<file path="src/rtl/mem_bus_arbiter_if.sv">
// rtl/mem_bus_arbiter_if.sv - bundled CPU/camera request ports and memory-side bus
//
// Purpose: groups the two requester ports and the shared memory bus into one bundle.
// Ports (signals):
//   cpu_req/cpu_we/cpu_addr/cpu_wdata  -> arbiter   CPU load/store request
//   cpu_rdata/cpu_ack                  <- arbiter   CPU read data and completion pulse
//   cam_*                              same as cpu_*, for the camera frame-writer DMA
//   mem_addr/mem_wdata/mem_we/mem_sel  <- arbiter   latched access to RAM/FB/IO/ROM
//   mem_rdata                          -> arbiter   read data from the selected memory
//   busy                               <- arbiter   high while a transaction is in flight
// Modports: slave = arbiter view, master = requester/memory view.
interface mem_bus_arbiter_if #(
    parameter int AW = 32,
    parameter int DW = 32
);
    logic          cpu_req;
    logic          cpu_we;
    logic [AW-1:0] cpu_addr;
    logic [DW-1:0] cpu_wdata;
    logic [DW-1:0] cpu_rdata;
    logic          cpu_ack;
    logic          cam_req;
    logic          cam_we;
    logic [AW-1:0] cam_addr;
    logic [DW-1:0] cam_wdata;
    logic [DW-1:0] cam_rdata;
    logic          cam_ack;
    logic [AW-1:0] mem_addr;
    logic [DW-1:0] mem_wdata;
    logic          mem_we;
    logic [3:0]    mem_sel;
    logic [DW-1:0] mem_rdata;
    logic          busy;

    modport slave (
        input  cpu_req, cpu_we, cpu_addr, cpu_wdata,
        input  cam_req, cam_we, cam_addr, cam_wdata,
        input  mem_rdata,
        output cpu_rdata, cpu_ack, cam_rdata, cam_ack,
        output mem_addr, mem_wdata, mem_we, mem_sel, busy
    );

    modport master (
        output cpu_req, cpu_we, cpu_addr, cpu_wdata,
        output cam_req, cam_we, cam_addr, cam_wdata,
        output mem_rdata,
        input  cpu_rdata, cpu_ack, cam_rdata, cam_ack,
        input  mem_addr, mem_wdata, mem_we, mem_sel, busy
    );
endinterface

</file>
<file path="src/rtl/mem_bus_arbiter.sv">
// rtl/mem_bus_arbiter.sv - round-robin CPU/camera arbiter for the shared data-memory bus
//
// Purpose: grants the memory bus to the CPU (port 0) or camera DMA (port 1), latches the
// winner's access, decodes a one-hot region select, holds the bus for WAIT_CYC cycles and
// returns read data with a one-cycle ack.
// Ports:
//   clk      in  system clock, rising edge
//   reset_n  in  asynchronous active-low reset
//   bus      slave modport of mem_bus_arbiter_if (requester ports + memory bus)
module mem_bus_arbiter #(
    parameter int            AW       = 32,
    parameter int            DW       = 32,
    parameter logic [AW-1:0] LIMIT_A  = 'h0004_0000,
    parameter logic [AW-1:0] LIMIT_B  = 'h0008_0000,
    parameter logic [AW-1:0] LIMIT_C  = 'h0009_0000,
    parameter int            WAIT_CYC = 2
) (
    input  logic                clk,
    input  logic                reset_n,
    mem_bus_arbiter_if.slave    bus
);
    localparam int CNTW = (WAIT_CYC > 1) ? $clog2(WAIT_CYC) : 1;

    typedef enum logic [1:0] {IDLE, ACCESS, RESP} stateType;

    stateType       state;
    stateType       nextState;
    logic [CNTW-1:0] cnt;
    logic           ownerQ;      // 0 = CPU, 1 = camera
    logic           lastGrant;   // same encoding as ownerQ
    logic [AW-1:0]  addrQ;
    logic [DW-1:0]  wdataQ;
    logic           weQ;
    logic [3:0]     selQ;
    logic [DW-1:0]  cpuRdataQ;
    logic [DW-1:0]  camRdataQ;

    logic           anyReq;
    logic           grantCam;
    logic [AW-1:0]  winAddr;
    logic [DW-1:0]  winWdata;
    logic           winWe;

    function automatic logic [3:0] decodeRegion(input logic [AW-1:0] a);
        if (a < LIMIT_A)      return 4'b1000;
        else if (a < LIMIT_B) return 4'b0001;
        else if (a < LIMIT_C) return 4'b0010;
        else                  return 4'b0100;
    endfunction

    // On a tie the port that did not win last time gets the bus.
    always_comb begin
        anyReq   = bus.cpu_req | bus.cam_req;
        grantCam = 1'b0;
        if (bus.cam_req && !bus.cpu_req)
            grantCam = 1'b1;
        else if (bus.cam_req && bus.cpu_req)
            grantCam = (lastGrant == 1'b0);
        winAddr  = grantCam ? bus.cam_addr  : bus.cpu_addr;
        winWdata = grantCam ? bus.cam_wdata : bus.cpu_wdata;
        winWe    = grantCam ? bus.cam_we    : bus.cpu_we;
    end

    always_ff @(posedge clk or negedge reset_n) begin
        if (!reset_n) state <= IDLE;
        else          state <= nextState;
    end

    always_comb begin
        nextState = state;
        case (state)
            IDLE:    if (anyReq) nextState = ACCESS;
            ACCESS:  if (cnt == '0) nextState = RESP;
            RESP:    nextState = IDLE;
            default: nextState = IDLE;
        endcase
    end

    always_ff @(posedge clk or negedge reset_n) begin
        if (!reset_n) begin
            cnt       <= '0;
            ownerQ    <= 1'b0;
            lastGrant <= 1'b1;
            addrQ     <= '0;
            wdataQ    <= '0;
            weQ       <= 1'b0;
            selQ      <= 4'b0000;
            cpuRdataQ <= '0;
            camRdataQ <= '0;
        end else begin
            case (state)
                IDLE: begin
                    if (anyReq) begin
                        ownerQ    <= grantCam;
                        lastGrant <= grantCam;
                        addrQ     <= winAddr;
                        wdataQ    <= winWdata;
                        weQ       <= winWe;
                        selQ      <= decodeRegion(winAddr);
                        cnt       <= CNTW'(WAIT_CYC - 1);
                    end
                end
                ACCESS: begin
                    if (cnt == '0) begin
                        selQ <= 4'b0000;
                        if (!weQ) begin
                            if (ownerQ) camRdataQ <= bus.mem_rdata;
                            else        cpuRdataQ <= bus.mem_rdata;
                        end
                    end else begin
                        cnt <= cnt - CNTW'(1);
                    end
                end
                default: ;
            endcase
        end
    end

    // mem_we is gated by state so it drops the instant reset puts the FSM in IDLE.
    always_comb begin
        bus.busy      = (state != IDLE);
        bus.cpu_ack   = (state == RESP) && !ownerQ;
        bus.cam_ack   = (state == RESP) &&  ownerQ;
        bus.mem_we    = (state == ACCESS) && weQ;
        bus.mem_sel   = selQ;
        bus.mem_addr  = addrQ;
        bus.mem_wdata = wdataQ;
        bus.cpu_rdata = cpuRdataQ;
        bus.cam_rdata = camRdataQ;
    end
endmodule

</file>
<file path="src/flat_wrapper.sv">
// flat-port wrapper written by rule: the top's interface ports become plain ports
module mem_bus_arbiter_flat 
#(
    parameter int            AW       = 32,
    parameter int            DW       = 32,
    parameter logic [AW-1:0] LIMIT_A  = 'h0004_0000,
    parameter logic [AW-1:0] LIMIT_B  = 'h0008_0000,
    parameter logic [AW-1:0] LIMIT_C  = 'h0009_0000,
    parameter int            WAIT_CYC = 2
)
  (clk, reset_n, bus_cpu_req, bus_cpu_we, bus_cpu_addr, bus_cpu_wdata, bus_cam_req, bus_cam_we, bus_cam_addr, bus_cam_wdata, bus_mem_rdata, bus_cpu_rdata, bus_cpu_ack, bus_cam_rdata, bus_cam_ack, bus_mem_addr, bus_mem_wdata, bus_mem_we, bus_mem_sel, bus_busy);
  mem_bus_arbiter_if #(.AW(AW), .DW(DW)) bus_i ();
  input  logic clk;
  input  logic reset_n;
  input wire logic [$bits(bus_i.cpu_req)-1:0] bus_cpu_req;
  input wire logic [$bits(bus_i.cpu_we)-1:0] bus_cpu_we;
  input wire logic [$bits(bus_i.cpu_addr)-1:0] bus_cpu_addr;
  input wire logic [$bits(bus_i.cpu_wdata)-1:0] bus_cpu_wdata;
  input wire logic [$bits(bus_i.cam_req)-1:0] bus_cam_req;
  input wire logic [$bits(bus_i.cam_we)-1:0] bus_cam_we;
  input wire logic [$bits(bus_i.cam_addr)-1:0] bus_cam_addr;
  input wire logic [$bits(bus_i.cam_wdata)-1:0] bus_cam_wdata;
  input wire logic [$bits(bus_i.mem_rdata)-1:0] bus_mem_rdata;
  output wire logic [$bits(bus_i.cpu_rdata)-1:0] bus_cpu_rdata;
  output wire logic [$bits(bus_i.cpu_ack)-1:0] bus_cpu_ack;
  output wire logic [$bits(bus_i.cam_rdata)-1:0] bus_cam_rdata;
  output wire logic [$bits(bus_i.cam_ack)-1:0] bus_cam_ack;
  output wire logic [$bits(bus_i.mem_addr)-1:0] bus_mem_addr;
  output wire logic [$bits(bus_i.mem_wdata)-1:0] bus_mem_wdata;
  output wire logic [$bits(bus_i.mem_we)-1:0] bus_mem_we;
  output wire logic [$bits(bus_i.mem_sel)-1:0] bus_mem_sel;
  output wire logic [$bits(bus_i.busy)-1:0] bus_busy;
  assign bus_i.cpu_req = bus_cpu_req;
  assign bus_i.cpu_we = bus_cpu_we;
  assign bus_i.cpu_addr = bus_cpu_addr;
  assign bus_i.cpu_wdata = bus_cpu_wdata;
  assign bus_i.cam_req = bus_cam_req;
  assign bus_i.cam_we = bus_cam_we;
  assign bus_i.cam_addr = bus_cam_addr;
  assign bus_i.cam_wdata = bus_cam_wdata;
  assign bus_i.mem_rdata = bus_mem_rdata;
  assign bus_cpu_rdata = bus_i.cpu_rdata;
  assign bus_cpu_ack = bus_i.cpu_ack;
  assign bus_cam_rdata = bus_i.cam_rdata;
  assign bus_cam_ack = bus_i.cam_ack;
  assign bus_mem_addr = bus_i.mem_addr;
  assign bus_mem_wdata = bus_i.mem_wdata;
  assign bus_mem_we = bus_i.mem_we;
  assign bus_mem_sel = bus_i.mem_sel;
  assign bus_busy = bus_i.busy;
  mem_bus_arbiter #(.AW(AW), .DW(DW), .LIMIT_A(LIMIT_A), .LIMIT_B(LIMIT_B), .LIMIT_C(LIMIT_C), .WAIT_CYC(WAIT_CYC)) u_core (.clk(clk), .reset_n(reset_n), .bus(bus_i));
endmodule
</file>
<file path="config.mk">
export PLATFORM = sky130hd
export DESIGN_NAME = mem_bus_arbiter_flat
export DESIGN_NICKNAME = d
export VERILOG_FILES = /design/src/rtl/mem_bus_arbiter_if.sv /design/src/rtl/mem_bus_arbiter.sv /design/src/flat_wrapper.sv
export SDC_FILE = /design/constraint.sdc
export NUM_CORES = 1
export LEC_CHECK = 0
export BUFFER_PORTS_ARGS = -buffer_cell sky130_fd_sc_hd__buf_2
export CAP_MARGIN = 20
export CORE_ASPECT_RATIO = 1.25
export CORE_MARGIN = 2
export CORE_UTILIZATION = 35
export DETAILED_ROUTE_END_ITERATION = 16
export PLACE_DENSITY = 0.66
export SLEW_MARGIN = 20
export SYNTH_ARGS = -nofsm -noshare
export SYNTH_HDL_FRONTEND = slang
export SYNTH_SLANG_ARGS = --single-unit
</file>
<file path="constraint.sdc">
create_clock -name clk -period 1.78 [get_ports clk]
set_input_delay 0.178 -clock clk [delete_from_list [all_inputs] [get_ports clk]]
set_output_delay 0.178 -clock clk [all_outputs]
set_load 0.05 [all_outputs]
</file>
==> out/results.txt <==
Status = finished, final reports clean
Initial antenna violation count = 0
Crit end category = register
Layout cell share with drive strength beyond 1 = 50.6%
Post-CTS Setup Bufs = 0
Worst-margin pin slew = 0.422 ns
Core area = 0.0163 mm2
Number of buffers added on ports = 301
Remaining routing DRC violations = 0
Cell Rows = 52
Final core utilization = 53.0%
Starting Density = 35.9%
Die height = 148 um
H-tree depth = 4
Setup crit start kind = register
Vias/cell = 4.63
M2 GR Usage = 31.3%
Nets = 976
Cell variety after synth = 34
GRT overflow = 0
Initial drt markers = 188
Met3 Usage GRT = 6.06%
Commonest cells after routing, fill and taps aside = buf_2 (300), dfrtp_1 (136), nand2_1 (70)
Clock Sinks = 138
DRT antenna net count = 0
Worst setup path class = reg2reg
CTS clock-pin slew for the worst setup and hold paths = 0.06 ns
Leakage = 4.32 nW
Hold_ws = 0.0185 ns
Synth top area share = 58.7%
CTS tree = done
Required time of the critical path = 2.08 ns
VDD IR max = 973 uV
Main synth FF type = dfrtp_1
Overall die width = 120 um
Drt first pass iters = 4
WP data arrival = 2.03 ns
Ys async rst share = 100%
Later-pin clock latency in the skew report = 0.42 ns
Register area share after synthesis = 59.1%
Final Max Tran Viols = 0
Largest net degree at the start of global routing = 71
Placed wire-length estimate = 11,700 um
Flops & latches, synth = 138
CTS Root Cell = clkbuf_16
Tot GR Track Use = 18.2%
Post-layout min period = 1.73 ns
Vias = 4,804
GR peak layer = met2
Setup violators final = 0
Gpl congestion = 0.779
Tcrit/Tclk final = 97.2%
CP max FO = 32
Fmax = 578 MHz
Final Hold Viols = 0
Gate Count Post-Synth = 476
Hold Path Class = in2reg
Avg Cell Area, Syn = 12.3 um2
Power density over cell area = 2270 mW/mm2
Post-DR wirelength/cell = 15.3 um
Global-route wire length before repair = 25,100 um
Wirelength, routed = 15,900 um
Yosys top cell by area = dfrtp_1
Yosys warns = 0
Most common cell after layout, fill and taps aside = buf_2
Syn-to-layout area delta = 47.7%
I/O pins = 302
Setup_tns = 0 ns
CTS Buffer Depth = 2
Die area = 0.0177 mm2
PnR Total Power = 19.6 mW
Worst slew margin = 71.8%
RSZ-0062 raised after global routing = no
Synth area leaders = dfrtp_1 (59%), mux2_2 (11%), mux2i_1 (11%)
Number of buffers created by CTS = 17
Final clock skew = 0.00868 ns
Filler cells = 1,466
Max_cap viols = 0
Diodes inserted = 0
Vias in the first global route = 4,928
Post-synth EDFFs = 0
Met1 usage = 21.4%
Synthesized area = 0.00584 mm2
Syn nets = 642
## Yosys cell counts (2+ instances only)
library cell,count
nor3b_1,2
mux2_1,2
nor2_1,5
nand2b_1,2
mux2_4,3
o22ai_1,2
o21ai_0,69
nor3_1,2
buf_2,9
inv_1,5
buf_6,3
buf_4,2
nand2_1,70
mux2_2,59
a21oi_1,3
nor4_1,6
mux2i_1,65
dfrtp_1,137
clkbuf_1,14
nand3_1,2
## area by class of cell
class                   instances  area [um2]  area share [%]
clock buffers                  17         425            4.93
clock inverters                14         185            2.15
inverters                       5        18.8           0.218
multi-input cells             305        2250            26.1
flip-flops and latches        138        3460            40.1
well taps                     216         270            3.13
repair buffers                343        2020            23.4
## stage by stage
step                      area (um2)  std cells  setup slack, ns
after floorplan                 5840        476           0.0339
after global placement          7700        977            0.109
after detailed placement        7700        977           0.0669
after CTS                       8600       1036           0.0303
after global routing            8630       1038          0.00514
final                           8630       1038           0.0504
## flip-flops by register name, summed over array words and instances (netlist names)
register / cells
u_core.bus.cam_rdata: 32
u_core.bus.cpu_rdata: 32
u_core.bus.mem_addr: 32
u_core.bus.mem_sel: 4
u_core.bus.mem_wdata: 32
u_core.cnt: 1
u_core.lastGrant: 1
u_core.ownerQ: 1
u_core.state: 2
u_core.weQ: 1
## final timing paths
| check | from | endpoint | slack [ns] | depth (start not counted) |
|---|---|---|---|---|
| max in group asynchronous | reset_n | u_core.bus.mem_wdata[0] | 0.91 | 3 |
| worst max register to register | u_core.state[1] | u_core.bus.cam_rdata[25] | 0.05 | 5 |
| worst min register to register | u_core.bus.mem_wdata[7] | u_core.bus.mem_wdata[7] | 0.47 | 2 |
| worst max-delay path | u_core.state[1] | u_core.bus.cam_rdata[25] | 0.05 | 5 |
| min in group asynchronous | reset_n | u_core.bus.cam_rdata[21] | 0.25 | 2 |
| worst min-delay path | bus_mem_rdata[18] | u_core.bus.cam_rdata[18] | 0.02 | 2 |
## kinds of logic (layout without fill, tap and decap cells)
logic type | after synthesis | count (layout) | share of synthesized area (%)
flops | 138 | 138 | 59.1
simple gates | 97 | 97 | 7.28
mux | 129 | 129 | 23.7
compound gates | 79 | 79 | 7.07
buf+inv | 33 | 379 | 2.83
## report_power, final
part / internal, mW / switching [mW]
clock network: 2.23 / 1.41
registers: 4.71 / 0.786
logic: 2.74 / 7.72
## what timing repair did
action | in CTS | in global routing
hold buffers | 28 | 2
endpoints found under the setup margin | 1 | 34
pin swaps | 0 | 0
hold endpoints to repair | 82 | 3
gates resized for setup | 1 | 2
## critical path: stages, from the launching register on
cell,delay [ns]
dfrtp_1,0.37
and2b_2,0.25
nand2_2,0.09
or3_1,0.36
buf_12,0.20
mux2_4,0.32
## layer usage
layer | vias to the layer above | routed length, um
met5 | - | 0
met2 | 213 | 7860
li1 | 2344 | -
met4 | 0 | 251
met3 | 21 | 1340
met1 | 2226 | 6480
Power figures use the tool's default switching activity.
